--- src/rtl/seq_adder_pkg.sv ---
// rtl/seq_adder_pkg.sv - shared state type and index-width helper for seq_chunk_adder
package seq_adder_pkg;

   typedef enum logic [1:0] {
      IDLE = 2'd0,
      RUN  = 2'd1,
      DONE = 2'd2
   } state_t;

   function automatic int idx_width(input int nchunk);
      return (nchunk > 1) ? $clog2(nchunk) : 1;
   endfunction

endpackage

--- src/rtl/seq_chunk_adder_chunk.sv ---
// rtl/seq_chunk_adder_chunk.sv - combinational CHUNK-bit ripple-carry adder slice
module chunk_adder #(
   parameter int CHUNK = 2
) (
   input  logic [CHUNK-1:0] x,
   input  logic [CHUNK-1:0] y,
   input  logic             ci,
   output logic [CHUNK-1:0] sum,
   output logic             co
);

   logic [CHUNK:0] w_c;

   assign w_c[0] = ci;

   for (genvar g = 0; g < CHUNK; g++) begin : g_fa
      assign sum[g]    = x[g] ^ y[g] ^ w_c[g];
      assign w_c[g+1]  = (x[g] & y[g]) | (w_c[g] & (x[g] ^ y[g]));
   end

   assign co = w_c[CHUNK];

endmodule

--- src/rtl/seq_chunk_adder.sv ---
// rtl/seq_chunk_adder.sv - multi-cycle chunked adder with start/done; SEQ_ADDER_SUB_EN adds subtract
module seq_chunk_adder
   import seq_adder_pkg::*;
#(
   parameter int WIDTH = 8,
   parameter int CHUNK = 2
) (
   input  logic             clk,
   input  logic             rst_n,
   input  logic             start,
   input  logic [WIDTH-1:0] a,
   input  logic [WIDTH-1:0] b,
   input  logic             cin,
`ifdef SEQ_ADDER_SUB_EN
   input  logic             sub,
`endif
   output logic             busy,
   output logic             done,
   output logic [WIDTH-1:0] s,
   output logic             cout,
   output logic             ovf
);

   localparam int NCHUNK = WIDTH / CHUNK;
   localparam int IDXW   = idx_width(NCHUNK);

   if (WIDTH < 2) begin : g_chk_width
      $fatal(1, "seq_chunk_adder: WIDTH must be at least 2");
   end
   if ((WIDTH % CHUNK) != 0) begin : g_chk_chunk
      $fatal(1, "seq_chunk_adder: WIDTH must be a multiple of CHUNK");
   end

   state_t            r_state;
   state_t            w_next;
   logic [WIDTH-1:0]  r_a;
   logic [WIDTH-1:0]  r_b;
   logic [WIDTH-1:0]  r_s;
   logic              r_carry;
   logic              r_cout;
   logic              r_ovf;
   logic [IDXW-1:0]   r_idx;

   logic              w_accept;
   logic              w_last;
   logic [CHUNK-1:0]  w_a_ch [NCHUNK];
   logic [CHUNK-1:0]  w_b_ch [NCHUNK];
   logic [CHUNK-1:0]  w_sum;
   logic              w_co;
   logic [WIDTH-1:0]  w_s_next;

   // Operands are sliced into chunk arrays so the active chunk is a plain index by r_idx.
   for (genvar g = 0; g < NCHUNK; g++) begin : g_slice
      assign w_a_ch[g] = r_a[g*CHUNK +: CHUNK];
      assign w_b_ch[g] = r_b[g*CHUNK +: CHUNK];
      assign w_s_next[g*CHUNK +: CHUNK] = (r_idx == IDXW'(g)) ? w_sum : r_s[g*CHUNK +: CHUNK];
   end

   chunk_adder #(
      .CHUNK (CHUNK)
   ) u_chunk (
      .x   (w_a_ch[r_idx]),
      .y   (w_b_ch[r_idx]),
      .ci  (r_carry),
      .sum (w_sum),
      .co  (w_co)
   );

   assign w_last   = (r_idx == IDXW'(NCHUNK - 1));
   assign w_accept = start && ((r_state == IDLE) || (r_state == DONE));

   always_comb begin
      w_next = r_state;
      case (r_state)
         IDLE:    if (start) w_next = RUN;
         RUN:     if (w_last) w_next = DONE;
         DONE:    w_next = start ? RUN : IDLE;
         default: w_next = IDLE;
      endcase
   end

   always_ff @(posedge clk or negedge rst_n) begin
      if (!rst_n) begin
         r_state <= IDLE;
      end else begin
         r_state <= w_next;
      end
   end

   always_ff @(posedge clk or negedge rst_n) begin
      if (!rst_n) begin
         r_a     <= '0;
         r_b     <= '0;
         r_s     <= '0;
         r_carry <= 1'b0;
         r_cout  <= 1'b0;
         r_ovf   <= 1'b0;
         r_idx   <= '0;
      end else if (w_accept) begin
         r_a   <= a;
         r_idx <= '0;
`ifdef SEQ_ADDER_SUB_EN
         r_b     <= sub ? ~b : b;
         r_carry <= sub ? 1'b1 : cin;
`else
         r_b     <= b;
         r_carry <= cin;
`endif
      end else if (r_state == RUN) begin
         r_s     <= w_s_next;
         r_carry <= w_co;
         r_idx   <= r_idx + 1'b1;
         if (w_last) begin
            r_cout <= w_co;
            r_ovf  <= (r_a[WIDTH-1] == r_b[WIDTH-1]) && (w_sum[CHUNK-1] != r_a[WIDTH-1]);
         end
      end
   end

   assign busy = (r_state == RUN);
   assign done = (r_state == DONE);
   assign s    = r_s;
   assign cout = r_cout;
   assign ovf  = r_ovf;

endmodule

--- config.mk ---
export PLATFORM = sky130hd
export DESIGN_NAME = seq_chunk_adder
export DESIGN_NICKNAME = d
export VERILOG_FILES = /design/src/rtl/seq_adder_pkg.sv /design/src/rtl/seq_chunk_adder_chunk.sv /design/src/rtl/seq_chunk_adder.sv
export SDC_FILE = /design/constraint.sdc
export NUM_CORES = 1
export LEC_CHECK = 0
export CORE_AREA = 5 5 76 78
export CTS_BUF_LIST = sky130_fd_sc_hd__clkbuf_8
export DETAILED_ROUTE_END_ITERATION = 8
export DIE_AREA = 0 0 81 83
export DONT_BUFFER_PORTS = 1
export GPL_ROUTABILITY_DRIVEN = 0
export HOLD_SLACK_MARGIN = 0.15
export MAX_ROUTING_LAYER = met4
export PLACE_DENSITY = 0.44
export SYNTH_ARGS = -nofsm -noshare
export SYNTH_HDL_FRONTEND = slang
export SYNTH_SLANG_ARGS = --single-unit
export TNS_END_PERCENT = 100
--- constraint.sdc ---
create_clock -name clk -period 2.65 [get_ports clk]
set_input_delay 0.3975 -clock clk [delete_from_list [all_inputs] [get_ports clk]]
set_output_delay 0.3975 -clock clk [all_outputs]
set_load 0.03 [all_outputs]
==> impl_metrics.prom <==
# TYPE chip_impl_metric gauge
chip_impl_info{name="outcome",value="complete, no violations"} 1
chip_impl_metric{name="post-cts-setup-buffers",unit=""} 0
chip_impl_metric{name="number_of_global_route_vias_before_repair",unit=""} 1033
chip_impl_info{name="critical_path.startpoint_type",value="register"} 1
chip_impl_metric{name="pin_count_of_the_biggest_net_entering_global_routing",unit=""} 32
chip_impl_metric{name="drt-vias-per-instance",unit=""} 4.31
chip_impl_metric{name="synth.mux.area_fraction",unit=""} 0.0629
chip_impl_metric{name="drt-total-wl",unit="um"} 2970
chip_impl_info{name="setup_repair_after_global_routing_missed_its_margin",value="no"} 1
chip_impl_metric{name="sequential_area_share_after_synthesis",unit=""} 0.541
chip_impl_metric{name="yosys.area_share.adder",unit=""} 0.0629
chip_impl_metric{name="portBuffers",unit=""} 0
chip_impl_metric{name="floorplan.io_pins",unit=""} 32
chip_impl_metric{name="synth.top_cell.area_share",unit=""} 0.541
chip_impl_metric{name="postLayoutSetupSlackWorst",unit="ns"} 0.286
chip_impl_metric{name="global_route_met3_utilization",unit=""} 0.0422
chip_impl_metric{name="core_region_area",unit="um^2"} 5010
chip_impl_metric{name="synthToLayoutAreaGrowth",unit="%"} 12.1
chip_impl_info{name="timing.critical_path.from",value="r_idx[0]"} 1
chip_impl_metric{name="worst-slew-pin-transition",unit="ns"} 0.669
chip_impl_metric{name="ys.warnings.count",unit=""} 0
chip_impl_metric{name="leakagePower",unit="nW"} 0.781
chip_impl_info{name="synth_top_family_by_area",value="simple AND/OR/NAND/NOR gates"} 1
chip_impl_metric{name="async_reset_ff_frac",unit=""} 1.00
chip_impl_metric{name="post_cts_resize_count",unit=""} 0
chip_impl_metric{name="number_of_library_cell_types_mapped_by_synthesis",unit=""} 24
chip_impl_metric{name="synth_xor_xnor_area_share",unit=""} 0
chip_impl_metric{name="initialDrtViolationCount",unit=""} 37
chip_impl_metric{name="die_footprint",unit="um^2"} 6720
chip_impl_metric{name="rows",unit=""} 26
chip_impl_metric{name="die_height",unit="um"} 83
chip_impl_metric{name="wire_per_inst",unit="um"} 13.7
chip_impl_metric{name="layoutNonFillerInstCount",unit=""} 217
chip_impl_metric{name="critical_path.max_fanout",unit=""} 5
chip_impl_metric{name="postPlaceCellArea",unit="um^2"} 1490
chip_impl_metric{name="synth_compound_gate_area_share",unit=""} 0.0629
chip_impl_metric{name="initial_core_util",unit=""} 0.286
chip_impl_metric{name="drc",unit=""} 0
chip_impl_metric{name="setup_viol",unit=""} 0
chip_impl_metric{name="share_of_cells_above_drive_strength_1",unit=""} 0.129
chip_impl_metric{name="report.final.slew_viol_count",unit=""} 0
chip_impl_metric{name="critical_path_arrival",unit="ns"} 2.56
chip_impl_info{name="synth_most_common_cell",value="nand2_1"} 1
chip_impl_info{name="critical_path.reg2reg.startpoint",value="r_idx[0]"} 1
chip_impl_metric{name="drt-pass1-iter-count",unit=""} 4
chip_impl_metric{name="clkLatencyLatePin",unit="ns"} 0.27
chip_impl_metric{name="mapped_nets",unit=""} 166
chip_impl_metric{name="met2_resource_use_gr",unit=""} 0.150
chip_impl_metric{name="h_tree_levels",unit=""} 2
chip_impl_metric{name="globalRoute.totalOverflow",unit=""} 0
chip_impl_metric{name="vias_after_detailed_routing",unit=""} 936
chip_impl_metric{name="slew_headroom",unit=""} 0.554
chip_impl_metric{name="fmax",unit="MHz"} 423
chip_impl_metric{name="place_worst_setup_slack",unit="ns"} 0.274
chip_impl_metric{name="simple_logic_cell_fraction_of_the_synthesized_area",unit=""} 0.209
chip_impl_metric{name="clkSinkCount",unit=""} 31
chip_impl_metric{name="synthesis.area",unit="um^2"} 1430
chip_impl_metric{name="met1_usage",unit=""} 0.118
chip_impl_metric{name="number_of_inserted_filler_cells_in_the_final_layout",unit=""} 556
chip_impl_info{name="yosys-top-cells-count",value="nand2_1, dfrtp_1, o21ai_0"} 1
chip_impl_metric{name="synthCells",unit=""} 140
chip_impl_info{name="critical_path.endpoint",value="ovf"} 1
chip_impl_info{name="min-delay-path-class",value="input pin to register"} 1
chip_impl_metric{name="clockBufferDepth",unit=""} 2
chip_impl_metric{name="stdcell_area",unit="um^2"} 1610
chip_impl_metric{name="synth_enable_flop_cells",unit=""} 0
chip_impl_metric{name="sequential_cell_area",unit="um^2"} 776
chip_impl_info{name="grt_most_used_layer",value="met2"} 1
chip_impl_info{name="setup.worst_path.end_class",value="register"} 1
chip_impl_metric{name="clk_transition_reported_paths",unit="ns"} 0.06
chip_impl_metric{name="grt_first_pass_wirelength",unit="um"} 4960
chip_impl_metric{name="max_capacitance_violation_count",unit=""} 0
chip_impl_info{name="worst-setup-path-type",value="register to register"} 1
chip_impl_metric{name="tritoncts.num_buffers",unit=""} 5
chip_impl_info{name="worst_r2r_endpoint",value="ovf"} 1
chip_impl_metric{name="multi_input_comb_area",unit="um^2"} 569
chip_impl_metric{name="gr_usage_total",unit=""} 0.101
chip_impl_metric{name="cts-hold-fix-buffers",unit=""} 2
chip_impl_metric{name="number_of_antenna_violations_at_the_first_check_in_global_routing",unit=""} 0
chip_impl_metric{name="antenna_cells_inserted",unit=""} 0
chip_impl_metric{name="cp.required",unit="ns"} 2.85
chip_impl_metric{name="ff2ff_path_depth",unit=""} 6
chip_impl_metric{name="vdd.ir_drop.worst",unit="mV"} 0.450
chip_impl_metric{name="reg2reg_slack",unit="ns"} 0.29
chip_impl_metric{name="hpwlAfterDp",unit="um"} 2240
chip_impl_info{name="post_synth_main_area_contributors",value="dfrtp_1, nand2_1, mux4_2"} 1
chip_impl_metric{name="syn-mean-instance-area",unit="um^2"} 10.2
chip_impl_metric{name="timing.final.crit_share",unit=""} 0.892
chip_impl_metric{name="yosys_register_bits",unit=""} 31
chip_impl_metric{name="fin_nets",unit=""} 173
chip_impl_metric{name="layout_min_cycle_time",unit="ns"} 2.36
chip_impl_info{name="cts_root_buffer",value="clkbuf_8"} 1
chip_impl_metric{name="finalSetupTns",unit="ns"} 0
chip_impl_metric{name="die_x",unit="um"} 81
chip_impl_info{name="tritoncts",value="done"} 1
chip_impl_info{name="library_cell_occupying_the_most_area_in_the_post_synthesis_netlist",value="dfrtp_1"} 1
chip_impl_metric{name="hold_violation_count_in_the_final_report",unit=""} 0
chip_impl_metric{name="dpl.cell_count",unit=""} 208
chip_impl_metric{name="fin_worst_hold_slack",unit="ns"} 0.225
chip_impl_info{name="ys_dominant_reg_cell",value="dfrtp_1"} 1
chip_impl_metric{name="power_density",unit="nW/um^2"} 1450
chip_impl_metric{name="routed_antenna_nets",unit=""} 0
chip_impl_metric{name="timing.clock.skew",unit="ns"} 0.00213
through the flow:
| step | power (mW) | utilization |
|---|---|---|
| 2_1_floorplan | 1.72 | - |
| 3_3_place_gp | 1.96 | 0.297 |
| 3_5_place_dp | 1.99 | 0.297 |
| 4_1_cts | 2.39 | 0.321 |
| 5_1_grt | 2.56 | 0.321 |
| 6_report | 2.34 | 0.321 |
per-layer routing:
metal  share of wire  wire, um  up-vias
met5               0         0        -
li1                -         -      462
met1            0.47      1390      440
met2            0.44      1320       29
met4           0.014        42        0
met3           0.075       222        5
critical path: stages, from the launching register on:
cell and delay, ns:
dfrtp_1 0.47, mux4_2 0.37, inv_1 0.05, fa_1 0.40, fa_1 0.45, or3_1 0.37
a31oi_1 0.16
cells by family (layout without fill, tap and decap cells):
logic type	Yosys count	count (layout)
flops	31	31
compound gates	15	15
fa+ha+maj	6	6
buf+inv	14	21
simple gates	70	70
mux	4	4
placed cells by master (no fill, tap or decap), drive strengths merged, types with 2 or more instances in the layout:
| cell type | instances |
|---|---|
| buf | 4 |
| clkbuf | 6 |
| dfrtp | 31 |
| fa | 2 |
| ha | 4 |
| inv | 9 |
| mux4 | 4 |
| nand2 | 57 |
| nand2b | 2 |
| nand3 | 2 |
| nand3b | 4 |
| nor2 | 2 |
| o21ai | 11 |
power by group:
group	switching (mW)	internal (mW)	total, mW	leakage, nW
sequential	0.329	0.703	1.03	0.383
clock	0.168	0.203	0.371	0.0470
combinational	0.507	0.427	0.934	0.351
total	1.00	1.33	2.34	0.781
worst min path at each step:
stage	start	to	depth (start not counted)
global route	a[0]	r_a[0]	2
finish	a[4]	r_a[4]	2
floorplan	rst_n	cout	0
global placement	rst_n	s[4]	0
CTS	a[7]	r_a[7]	2
detailed placement	rst_n	s[4]	0
cell type report:
type / instances / area share
Sequential cell: 31 / 0.483
Multi-Input combinational cell: 95 / 0.354
Tap cell: 70 / 0.0545
Clock buffer: 6 / 0.0514
Timing Repair Buffer: 5 / 0.0327
Inverter: 9 / 0.0210
Clock inverter: 1 / 0.00312
state kept, by name, summed over array words and instances, names as in the netlist:
name and flops:
r_carry 1, r_a 8, r_idx 2, s 8
r_b 8, cout 1, r_state 2, ovf 1
Note: power is estimated with default switching activity, not from simulation.
==> variant (same settings) <==
`CHUNK` is set to 2 in 2 places; all go to 1.
--- a/src/rtl/seq_chunk_adder_chunk.sv
+++ b/src/rtl/seq_chunk_adder_chunk.sv
@@ -1,5 +1,5 @@
 // rtl/seq_chunk_adder_chunk.sv - combinational CHUNK-bit ripple-carry adder slice
 module chunk_adder #(
-   parameter int CHUNK = 2
+   parameter int CHUNK = 1
 ) (
    input  logic [CHUNK-1:0] x,
--- a/src/rtl/seq_chunk_adder.sv
+++ b/src/rtl/seq_chunk_adder.sv
@@ -4,5 +4,5 @@
 #(
    parameter int WIDTH = 8,
-   parameter int CHUNK = 2
+   parameter int CHUNK = 1
 ) (
    input  logic             clk,
Function: changed (a bounded check fails within 4 cycles, from zero or initial values and one cycle with rst_n low).
==> variant against the unedited design <==
Hold slack got worse by 0.0060 ns. Count of clock-buffer cells in the layout unchanged. Non-clock buffer count is 2 lower. Setup slack better by 0.0070 ns. Cell area grew 6.1%. Maximum frequency grew 0.30%. Synthesized cell count increased by 2.9%. Area after synthesis up 6.7%. Global-route usage up 0.45 points. Core utilization increased by 1.9 points. Wire length grew 5.6%. Total power rose by 2.5%. Sequential cell count grew 1. Critical endpoint is now s[2]$_DFFE_PN0P_. Largest cell class unchanged. Highest routed layer unchanged.
==> variant: results (changes against the unedited design) <==
pwr:
  peakVddDrop_uv: 433  # -3.7%
  power.density_nw_per_um2: 1410  # -3.3%
  p_leak_nw: 0.837  # +7.2%
  pg_clk_mw: 0.382  # +3%
  p_sw_share_pct: 42.1  # -0.82 points
global_routing:
  grt_max_degree: 33  # +3.1%
  grt.total_usage_pct: 10.5  # +0.45 points
  use_met1_pct: 12.3  # +0.46 points
  use_met2_pct: 16.4  # +1.4 points
  grt_pass1_wl_um: 5250  # +5.8%
  grt_pass1_vias: 1095  # +6.0%
setup_path:
  cp_max_fo: 9  # +4
logic_synthesis:
  synthDistinctLibCells: 25  # +4.2%
  ys_seq_area_share_pct: 52.4  # -1.8 points
  synthCells: 144  # +2.9%
  yosys-top-cells-count: "nand2_1, dfrtp_1, mux2_2"
layout:
  finalNonFillerCells: 218  # +0.46%
  seq_area_um2: 801  # +3.2%
  drive_above_1_share_pct: 16.2  # +3.3 points
  fin_nets: 174  # +0.58%
placement:
  dpl.hpwl_um: 2270  # +1.3%
  place_ws_ns: 0.291  # +0.0174 ns
  placed_area_um2: 1580  # +6.2%
route:
  wl_met1_um: 1420  # +2.5%
  dr_total_vias: 971  # +3.7%
sta:
  worst_pin_slew_ns: 0.719  # +0.0496 ns
  fin_skew_ns: 0.00449  # +0.00236 ns
status:
  status: "complete, no violations"
hold_path:
  hold_start: "b[0]"
==> variant: cell count changes in the layout (fill, tap and decap cells not counted), sizes merged, moves of 2 or more <==
cell | unedited run | this run
nand3b | 4 | 0
mux2 | 0 | 10
o21ai | 11 | 2
buf | 4 | 2
ha | 4 | 6
inv | 9 | 4
o22ai | 0 | 2
nand3 | 2 | 4
clkinv | 1 | 3
nand2 | 57 | 60
==> variant: path summary, 6_finish.rpt <==
path | endpoint | slack (ns) | cells past startpoint
min | r_b[0]$_DFFE_PN0P_ | 0.22 | 2
min reg2reg | r_a[4]$_DFFE_PN0P_ | 0.48 | 2
max reg2reg | s[2]$_DFFE_PN0P_ | 0.29 | 6
max in group asynchronous | r_state[0]$_DFFE_PN0P_ | 1.91 | 2
min in group asynchronous | r_a[2]$_DFFE_PN0P_ | 0.57 | 2
max | s[2]$_DFFE_PN0P_ | 0.29 | 6
==> variant: logic make-up (layout without fill, tap and decap cells) <==
group                    after synthesis  in the layout  synth area share (%)
AND/OR/NAND/NOR                       73             73                  20.5
flip-flops                            32             32                  52.4
multiplexers                          14             14                  14.2
buffers and inverters                 12             16                  4.09
adder cells (fa/ha/maj)                7              7                  6.22
AO/OA/AOI/OAI                          6              6                  2.62
==> variant: cell type report <==
type | instances | share of cell area, %
multi-input cells | 100 | 39.1
clock buffers | 6 | 4.85
inverters | 5 | 1.17
repair buffers | 3 | 2.20
flip-flops and latches | 32 | 47.0
clock inverters | 2 | 0.587
well taps | 70 | 5.14
==> variant: timing repair <==
item	CTS	global route
hold buffers	2	0
setup buffers	0	0
gates resized for setup	0	0
endpoints found under the hold margin	32	0
==> variant: worst max-delay path: stages (launching register included) <==
cell	delay, ns
dfrtp_1	0.54
mux4_1	0.60
nand2_1	0.09
nand2_1	0.07
fa_1	0.50
buf_4	0.19
mux2_2	0.26
